### config.mk
export PLATFORM = sky130hd
export DESIGN_NAME = matmul_ctrl
export DESIGN_NICKNAME = d
export VERILOG_FILES = /design/src/rtl/matmul_ctrl.sv
export SDC_FILE = /design/constraint.sdc
export NUM_CORES = 1
export LEC_CHECK = 0
export BUFFER_PORTS_ARGS = -buffer_cell sky130_fd_sc_hd__buf_2
export CAP_MARGIN = 10
export CORE_UTILIZATION = 46
export DETAILED_ROUTE_END_ITERATION = 10
export MAX_ROUTING_LAYER = met4
export PLACE_DENSITY_LB_ADDON = 0.08
export REMOVE_ABC_BUFFERS = 1
export SLEW_MARGIN = 20
export SYNTH_ARGS = -nofsm -noshare
export SYNTH_HDL_FRONTEND = slang
export SYNTH_SLANG_ARGS = --single-unit
### constraint.sdc
create_clock -name clk -period 8.9 [get_ports clk]
set_input_delay 0.445 -clock clk [delete_from_list [all_inputs] [get_ports clk]]
set_output_delay 0.445 -clock clk [all_outputs]
set_load 0.05 [all_outputs]
### src/rtl/matmul_ctrl.sv
// Sequencer for C = A x B over three NxN stores.
// One MAC, inner-product order k, raster order over (i, j).
module matmul_ctrl #(
  parameter int DATA_WIDTH = 8,
  parameter int N          = 10,
  parameter int ADDR_WIDTH = 4,
  parameter int ACC_WIDTH  = 20
) (
  input  logic                  clk,
  input  logic                  rst_n,
  input  logic                  start,
  input  logic                  abort,
  output logic                  busy,
  output logic                  done,
  output logic                  a_en_ReadMat,
  output logic [ADDR_WIDTH-1:0] a_rowAddr,
  output logic [ADDR_WIDTH-1:0] a_colAddr,
  input  logic [DATA_WIDTH-1:0] a_readData,
  output logic                  b_en_ReadMat,
  output logic [ADDR_WIDTH-1:0] b_rowAddr,
  output logic [ADDR_WIDTH-1:0] b_colAddr,
  input  logic [DATA_WIDTH-1:0] b_readData,
  output logic                  c_en_WriteMat,
  output logic [ADDR_WIDTH-1:0] c_rowAddr,
  output logic [ADDR_WIDTH-1:0] c_colAddr,
  output logic [ACC_WIDTH-1:0]  c_writeData
);

  typedef enum logic [2:0] {
    IDLE, READ, WAIT, WRITE, DONE
  } state_t;

  localparam logic [ADDR_WIDTH-1:0] LAST = ADDR_WIDTH'(N - 1);
  localparam logic [ADDR_WIDTH-1:0] ONE  = ADDR_WIDTH'(1);

  state_t state, state_n;
  logic [ADDR_WIDTH-1:0] i, j, k;
  logic [ADDR_WIDTH-1:0] i_n, j_n, k_n;
  logic [ACC_WIDTH-1:0]  acc;
  logic                  mac_vld, mac_first;
  logic [2*DATA_WIDTH-1:0] prod;

  assign prod = {{DATA_WIDTH{1'b0}}, a_readData}
              * {{DATA_WIDTH{1'b0}}, b_readData};

  always_ff @(posedge clk or negedge rst_n) begin
    if (!rst_n) begin
      state     <= IDLE;
      i         <= '0;
      j         <= '0;
      k         <= '0;
      acc       <= '0;
      mac_vld   <= 1'b0;
      mac_first <= 1'b0;
    end else begin
      state <= state_n;
      i     <= i_n;
      j     <= j_n;
      k     <= k_n;
      if (abort && state != IDLE) begin
        acc       <= '0;
        mac_vld   <= 1'b0;
        mac_first <= 1'b0;
      end else begin
        mac_vld   <= (state == READ);
        mac_first <= (state == READ) && (k == '0);
        if (mac_vld)
          acc <= (mac_first ? '0 : acc) + ACC_WIDTH'(prod);
      end
    end
  end

  always_comb begin
    state_n = state;
    i_n     = i;
    j_n     = j;
    k_n     = k;
    unique case (state)
      IDLE: begin
        if (start && !abort) begin
          state_n = READ;
          i_n     = '0;
          j_n     = '0;
          k_n     = '0;
        end
      end
      READ: begin
        if (k == LAST) begin
          state_n = WAIT;
          k_n     = '0;
        end else begin
          k_n = k + ONE;
        end
      end
      WAIT: state_n = WRITE;
      WRITE: begin
        state_n = READ;
        if (j == LAST) begin
          j_n = '0;
          if (i == LAST) begin
            i_n     = '0;
            state_n = DONE;
          end else begin
            i_n = i + ONE;
          end
        end else begin
          j_n = j + ONE;
        end
      end
      DONE: state_n = IDLE;
      default: state_n = IDLE;
    endcase
    // abort beats everything except the idle case
    if (abort && state != IDLE) begin
      state_n = IDLE;
      i_n     = '0;
      j_n     = '0;
      k_n     = '0;
    end
  end

  always_comb begin
    busy          = (state == READ) || (state == WAIT) || (state == WRITE);
    done          = (state == DONE);
    a_en_ReadMat  = (state == READ);
    b_en_ReadMat  = (state == READ);
    c_en_WriteMat = (state == WRITE);
    a_rowAddr     = a_en_ReadMat ? i : '0;
    a_colAddr     = a_en_ReadMat ? k : '0;
    b_rowAddr     = b_en_ReadMat ? k : '0;
    b_colAddr     = b_en_ReadMat ? j : '0;
    c_rowAddr     = c_en_WriteMat ? i : '0;
    c_colAddr     = c_en_WriteMat ? j : '0;
    c_writeData   = c_en_WriteMat ? acc : '0;
  end

endmodule

## After elaboration in Yosys (flattened, before gate mapping)

Index checks and enable logic that the tools add are counted.

- Register bits after elaboration: 37
- Output and inout bits: 49

- $add $sub $neg: 4
- $mul: 1
- Equality and inequality tests: 10
- Multiplexer cells: 28
- Reductions and logical operators: 16

Operators by type and width:

| cell | count |
|---|---|
| $mux W20 | 4 |
| $mux W4 | 13 |
| $pmux W4 S2 | 3 |
| $add A20 B16 Y20 | 1 |
| $mul A8 B8 Y16 | 1 |
| $mux W3 | 5 |
| $add A4 B1 Y4 const B | 3 |
| $eq A4 B4 Y1 const B | 3 |
| $pmux W3 S4 | 1 |
| $reduce_bool A3 Y1 | 3 |
| $eq A3 B2 Y1 const B | 2 |
| $ne A3 B1 Y1 const B | 2 |
| $reduce_and A2 Y1 | 3 |
| $logic_not A4 Y1 | 1 |
| $eq A3 B1 Y1 const B | 1 |
| $eq A3 B3 Y1 const B | 1 |
| $logic_and A1 B1 Y1 | 3 |
| $logic_not A3 Y1 | 1 |
| $ne A3 B3 Y1 const B | 1 |
| $reduce_and A3 Y1 | 1 |
| $logic_or A1 B1 Y1 | 2 |
| $mux W1 | 2 |
| $reduce_bool A2 Y1 | 1 |
| $logic_not A1 Y1 | 1 |

## Logic depth before layout (Yosys ltp)

- Depth after elaboration: 5
- Depth in mapped cells: 18
- Mapped depth without buffers: 17

## Worst setup path before layout

OpenSTA, ideal clock, no wires.

- Path type: input-to-reg
- Start: in b_readData[1]
- End: reg acc[19]
- Library setup time: 0.126 ns
- Arrival time: 4.252 ns
- Slack: 4.521 ns
- Cell stages on the path: 15
- Cells stage by stage: clkbuf_1 -> nand2_1 -> fa_1 -> inv_1 -> fa_1 -> inv_1 -> fa_1 -> fa_1 -> inv_1 -> ha_1 -> o211ai_1 -> a21oi_2 -> o41ai_2 -> o21bai_2 -> a311o_1

- Longest elaborated chain between the ends: 4

RTL lines:

| element | line | text |
|---|---|---|
| start: declaration | 22 | `input logic [DATA_WIDTH-1:0] b_readData,` |
| $mul A8 B8 Y16 | 44 | `* {{DATA_WIDTH{1'b0}}, b_readData};` |
| $add A20 B16 Y20 | 68 | `acc <= (mac_first ? '0 : acc) + ACC_WIDTH'(prod);` |
| $mux W20 | 67 | `if (mac_vld)` |
| $mux W20 | 60 | `if (abort && state != IDLE) begin` |
| end signal: assignment | 68 |  |
| end: declaration | 39 | `logic [ACC_WIDTH-1:0] acc;` |

Every way passes these cells. The select of a mux whose other input is x is not followed.
A chain may end at the register's enable or synchronous reset.

## Worst setup path in the final report

- Start: reg mac_first
- End: reg acc[19]

- Longest elaborated chain between the ends: 4

RTL lines:

| element | line | text |
|---|---|---|
| start: declaration | 40 | `logic mac_vld, mac_first;` |
| start signal: assignment | 66 | `mac_first <= (state == READ) && (k == '0);` |
| $mux W20 | 68 |  |
| $add A20 B16 Y20 | 68 |  |
| $mux W20 | 67 |  |
| $mux W20 | 60 |  |

Every way passes these cells. The select of a mux whose other input is x is not followed.

==> flow_metrics.env <==
export IMPL_final_min_clock_period_ps=4730
export IMPL_crit_required_ps=9080
export IMPL_path_class="reg2reg"
export IMPL_p_sw_w=0.000750
export IMPL_cts_tree="built"
export IMPL_syn_inst=583
export IMPL_hold_buffers=0
export IMPL_numCtsBuffers=5
export IMPL_insertion_delay_ps=300
export IMPL_timing_final_crit_share_pct=53.2
export IMPL_p_per_area_nw_per_um2=272
export IMPL_met3WireLength_um=502
export IMPL_vias_per_cell=5.26
export IMPL_vdd_drop_max_mv=0.127
export IMPL_die_w_um=106
export IMPL_die_y_um=106
export IMPL_synth_seq_area_share_pct=18.6
export IMPL_ios=69
export IMPL_ys_flop_type="dfrtp_1"
export IMPL_clk_pin_slew_ps=80
export IMPL_cellLeakagePower_nw=2.92
export IMPL_max_freq_ghz=0.211
export IMPL_drive_above_1_share_pct=14.5
export IMPL_synth_cell_types=58
export IMPL_drtIter0Drc=251
export IMPL_start_kind="flop"
export IMPL_ys_seq_elements=37
export IMPL_clockRootBuffer="clkbuf_8"
export IMPL_drv_cap=0
export IMPL_grt_max_degree=38
export IMPL_ys_warn_count=0
export IMPL_num_vias=4053
export IMPL_drt_antenna_violating_nets=0
export IMPL_final_net_count=753
export IMPL_cts_num_sinks=37
export IMPL_antenna_found_initial=0
export IMPL_topRoutingLayerUsed="met4"
export IMPL_rows=37
export IMPL_slew_viol_final=0
export IMPL_power_w=0.00148
export IMPL_grt_first_pass_wirelength_um=20200
export IMPL_rsz0062_at_grt="false"
export IMPL_portBuffers=68
export IMPL_grt_overflow=0
export IMPL_core_area_um2=10400
export IMPL_wl_met2_um=5250
export IMPL_async_flop_share_pct=100
export IMPL_switching_share_pct=50.7
export IMPL_synth_area_um2=4970
export IMPL_synth_edf_count=0
export IMPL_endpoint_kind="flop"
export IMPL_wirelength_um=11400
export IMPL_tightest_slew_ps=907
export IMPL_hold_class="in2async"
export IMPL_setup_violations=0
export IMPL_insertedDiodeCount=0
export IMPL_ctsResizeCount=0
export IMPL_die_area_um2=11200
export IMPL_worstPathArrival_ps=4910
export IMPL_drt_first_pass_iters=4
export IMPL_drt_met1_wl_um=5490
export IMPL_remaining_drc_errors=0
export IMPL_grt_pass1_vias=4084
export IMPL_internal_power_w=0.000728
export IMPL_slew_limit_headroom_pct=39.6
export IMPL_area_growth_pct=9.38
export IMPL_post_cts_buffers=0
export IMPL_h_tree_depth=2
export IMPL_crit_fanout=23
export IMPL_seq_power_share_pct=16.3
export IMPL_hold_viol=0
export IMPL_dp_hpwl_um=9000
export IMPL_wl_per_cell_um=14.8
export IMPL_setup_tns_ps=0
export IMPL_track_usage_pct=23.0
export IMPL_start_util_pct=47.8
export IMPL_syn_area_per_cell_um2=8.53
export IMPL_clockPowerShare_pct=8.4
export IMPL_power_frac_comb_pct=75.3
export IMPL_routabilityCongestion=0.865
export IMPL_status="finished clean"
export IMPL_fin_worst_skew_ps=5.09
export IMPL_clock_path_buffers=2
## path summary, 6_finish.rpt
check,slack (ps),end,start,cells after the start
min,260,k[1],rst_n,1
min in group clk,460,state[1],abort,2
min reg2reg,520,mac_first,k[3],1
max,4170,acc[19],mac_first,14
max in group asynchronous,8080,acc[16],rst_n,1
max reg2reg,4170,acc[19],mac_first,14
## through the flow
| step | util, % | hold WS, ps | setup slack [ps] | cell area, µm² | cells |
|---|---|---|---|---|---|
| 4_1_cts | 52.2 | 290 | 4150 | 5440 | 771 |
| 3_5_place_dp | 51.4 | 493 | 4110 | 5360 | 764 |
| 2_1_floorplan | - | 149 | 4610 | 4840 | 559 |
| 5_1_grt | 52.2 | 325 | 3890 | 5440 | 771 |
| 6_report | 52.2 | 259 | 4170 | 5440 | 771 |
| 3_3_place_gp | 51.4 | 497 | 4140 | 5360 | 764 |
## layout by cell type, fill, tap and decap left out, types with 3 or more instances in the layout
cell and count:
inv_1 94, buf_2 68, and2_1 65, fa_1 50, nand2_1 48, ha_1 48
dfrtp_1 37, nor2_1 30, o21ai_0 25, nand2b_1 18, a21oi_1 18, and3_1 16
nor3_1 13, nor2b_1 12, o21ai_1 8, nand3_1 7, xnor2_1 7, mux2i_1 6
clkbuf_8 6, xor2_1 4, a211oi_1 4, o211ai_1 4, nand3b_1 3, o22ai_1 3
a21oi_2 3
## registers in the layout, summed over array words and instances (netlist names)
register / flops
k: 4
j: 4
acc: 20
i: 4
state: 3
mac_first: 1
mac_vld: 1
## critical path: stages (launching register included)
cell,delay (ps)
dfrtp_1,670
nand2b_1,310
fa_1,480
inv_1,50
fa_1,510
inv_1,50
fa_1,460
fa_1,550
inv_1,50
ha_1,340
o211ai_1,210
a21oi_2,80
o41ai_2,390
o21bai_2,160
a311o_1,280
## power by group through the flow
stage / Clock [W] / Combinational (W) / Sequential, W
floorplan: 0 / 0.000884 / 0.000230
global placement: 0 / 0.00109 / 0.000243
detailed placement: 0 / 0.00110 / 0.000245
CTS: 0.000128 / 0.00111 / 0.000242
global route: 0.000135 / 0.00129 / 0.000248
finish: 0.000124 / 0.00111 / 0.000242
## metal layers
metal,GRT usage [%],vias to the layer above
li1,-,1970
met3,2.58,16
met5,-,-
met1,31.4,1966
met4,6.35,0
met2,36.6,101
## cells by family (layout without fill, tap and decap cells)
logic type               count (synthesis)  count (layout)  synth area share [%]
AND/OR/NAND/NOR                        228             228                  24.8
buffers and inverters                  118             170                  9.86
adder cells (fa/ha/maj)                 98              98                  32.2
flip-flops                              37              37                  18.6
AO/OA/AOI/OAI                           85              85                  11.4
multiplexers                             6               6                  1.21
XOR/XNOR                                11              11                  1.94
## final cells by class
type / instances / area [µm²]
sequential: 37 / 926
fill: 1019 / 4970
multi-input combinational: 428 / 3560
tap: 136 / 170
inverter: 94 / 353
clock buffer: 7 / 86.3
timing repair buffer: 69 / 348
## cell usage after synthesis, drive strengths merged, types with 18 or more instances
| cell | instances | area (µm²) |
|---|---|---|
| inv | 94 | 353 |
| and2 | 65 | 407 |
| fa | 50 | 1000 |
| nand2 | 49 | 186 |
| ha | 48 | 601 |
| dfrtp | 37 | 926 |
| o21ai | 34 | 174 |
| nor2 | 31 | 119 |
| a21oi | 21 | 116 |
| and3 | 18 | 119 |
| nand2b | 18 | 113 |
(Power assumes the default switching activity.)
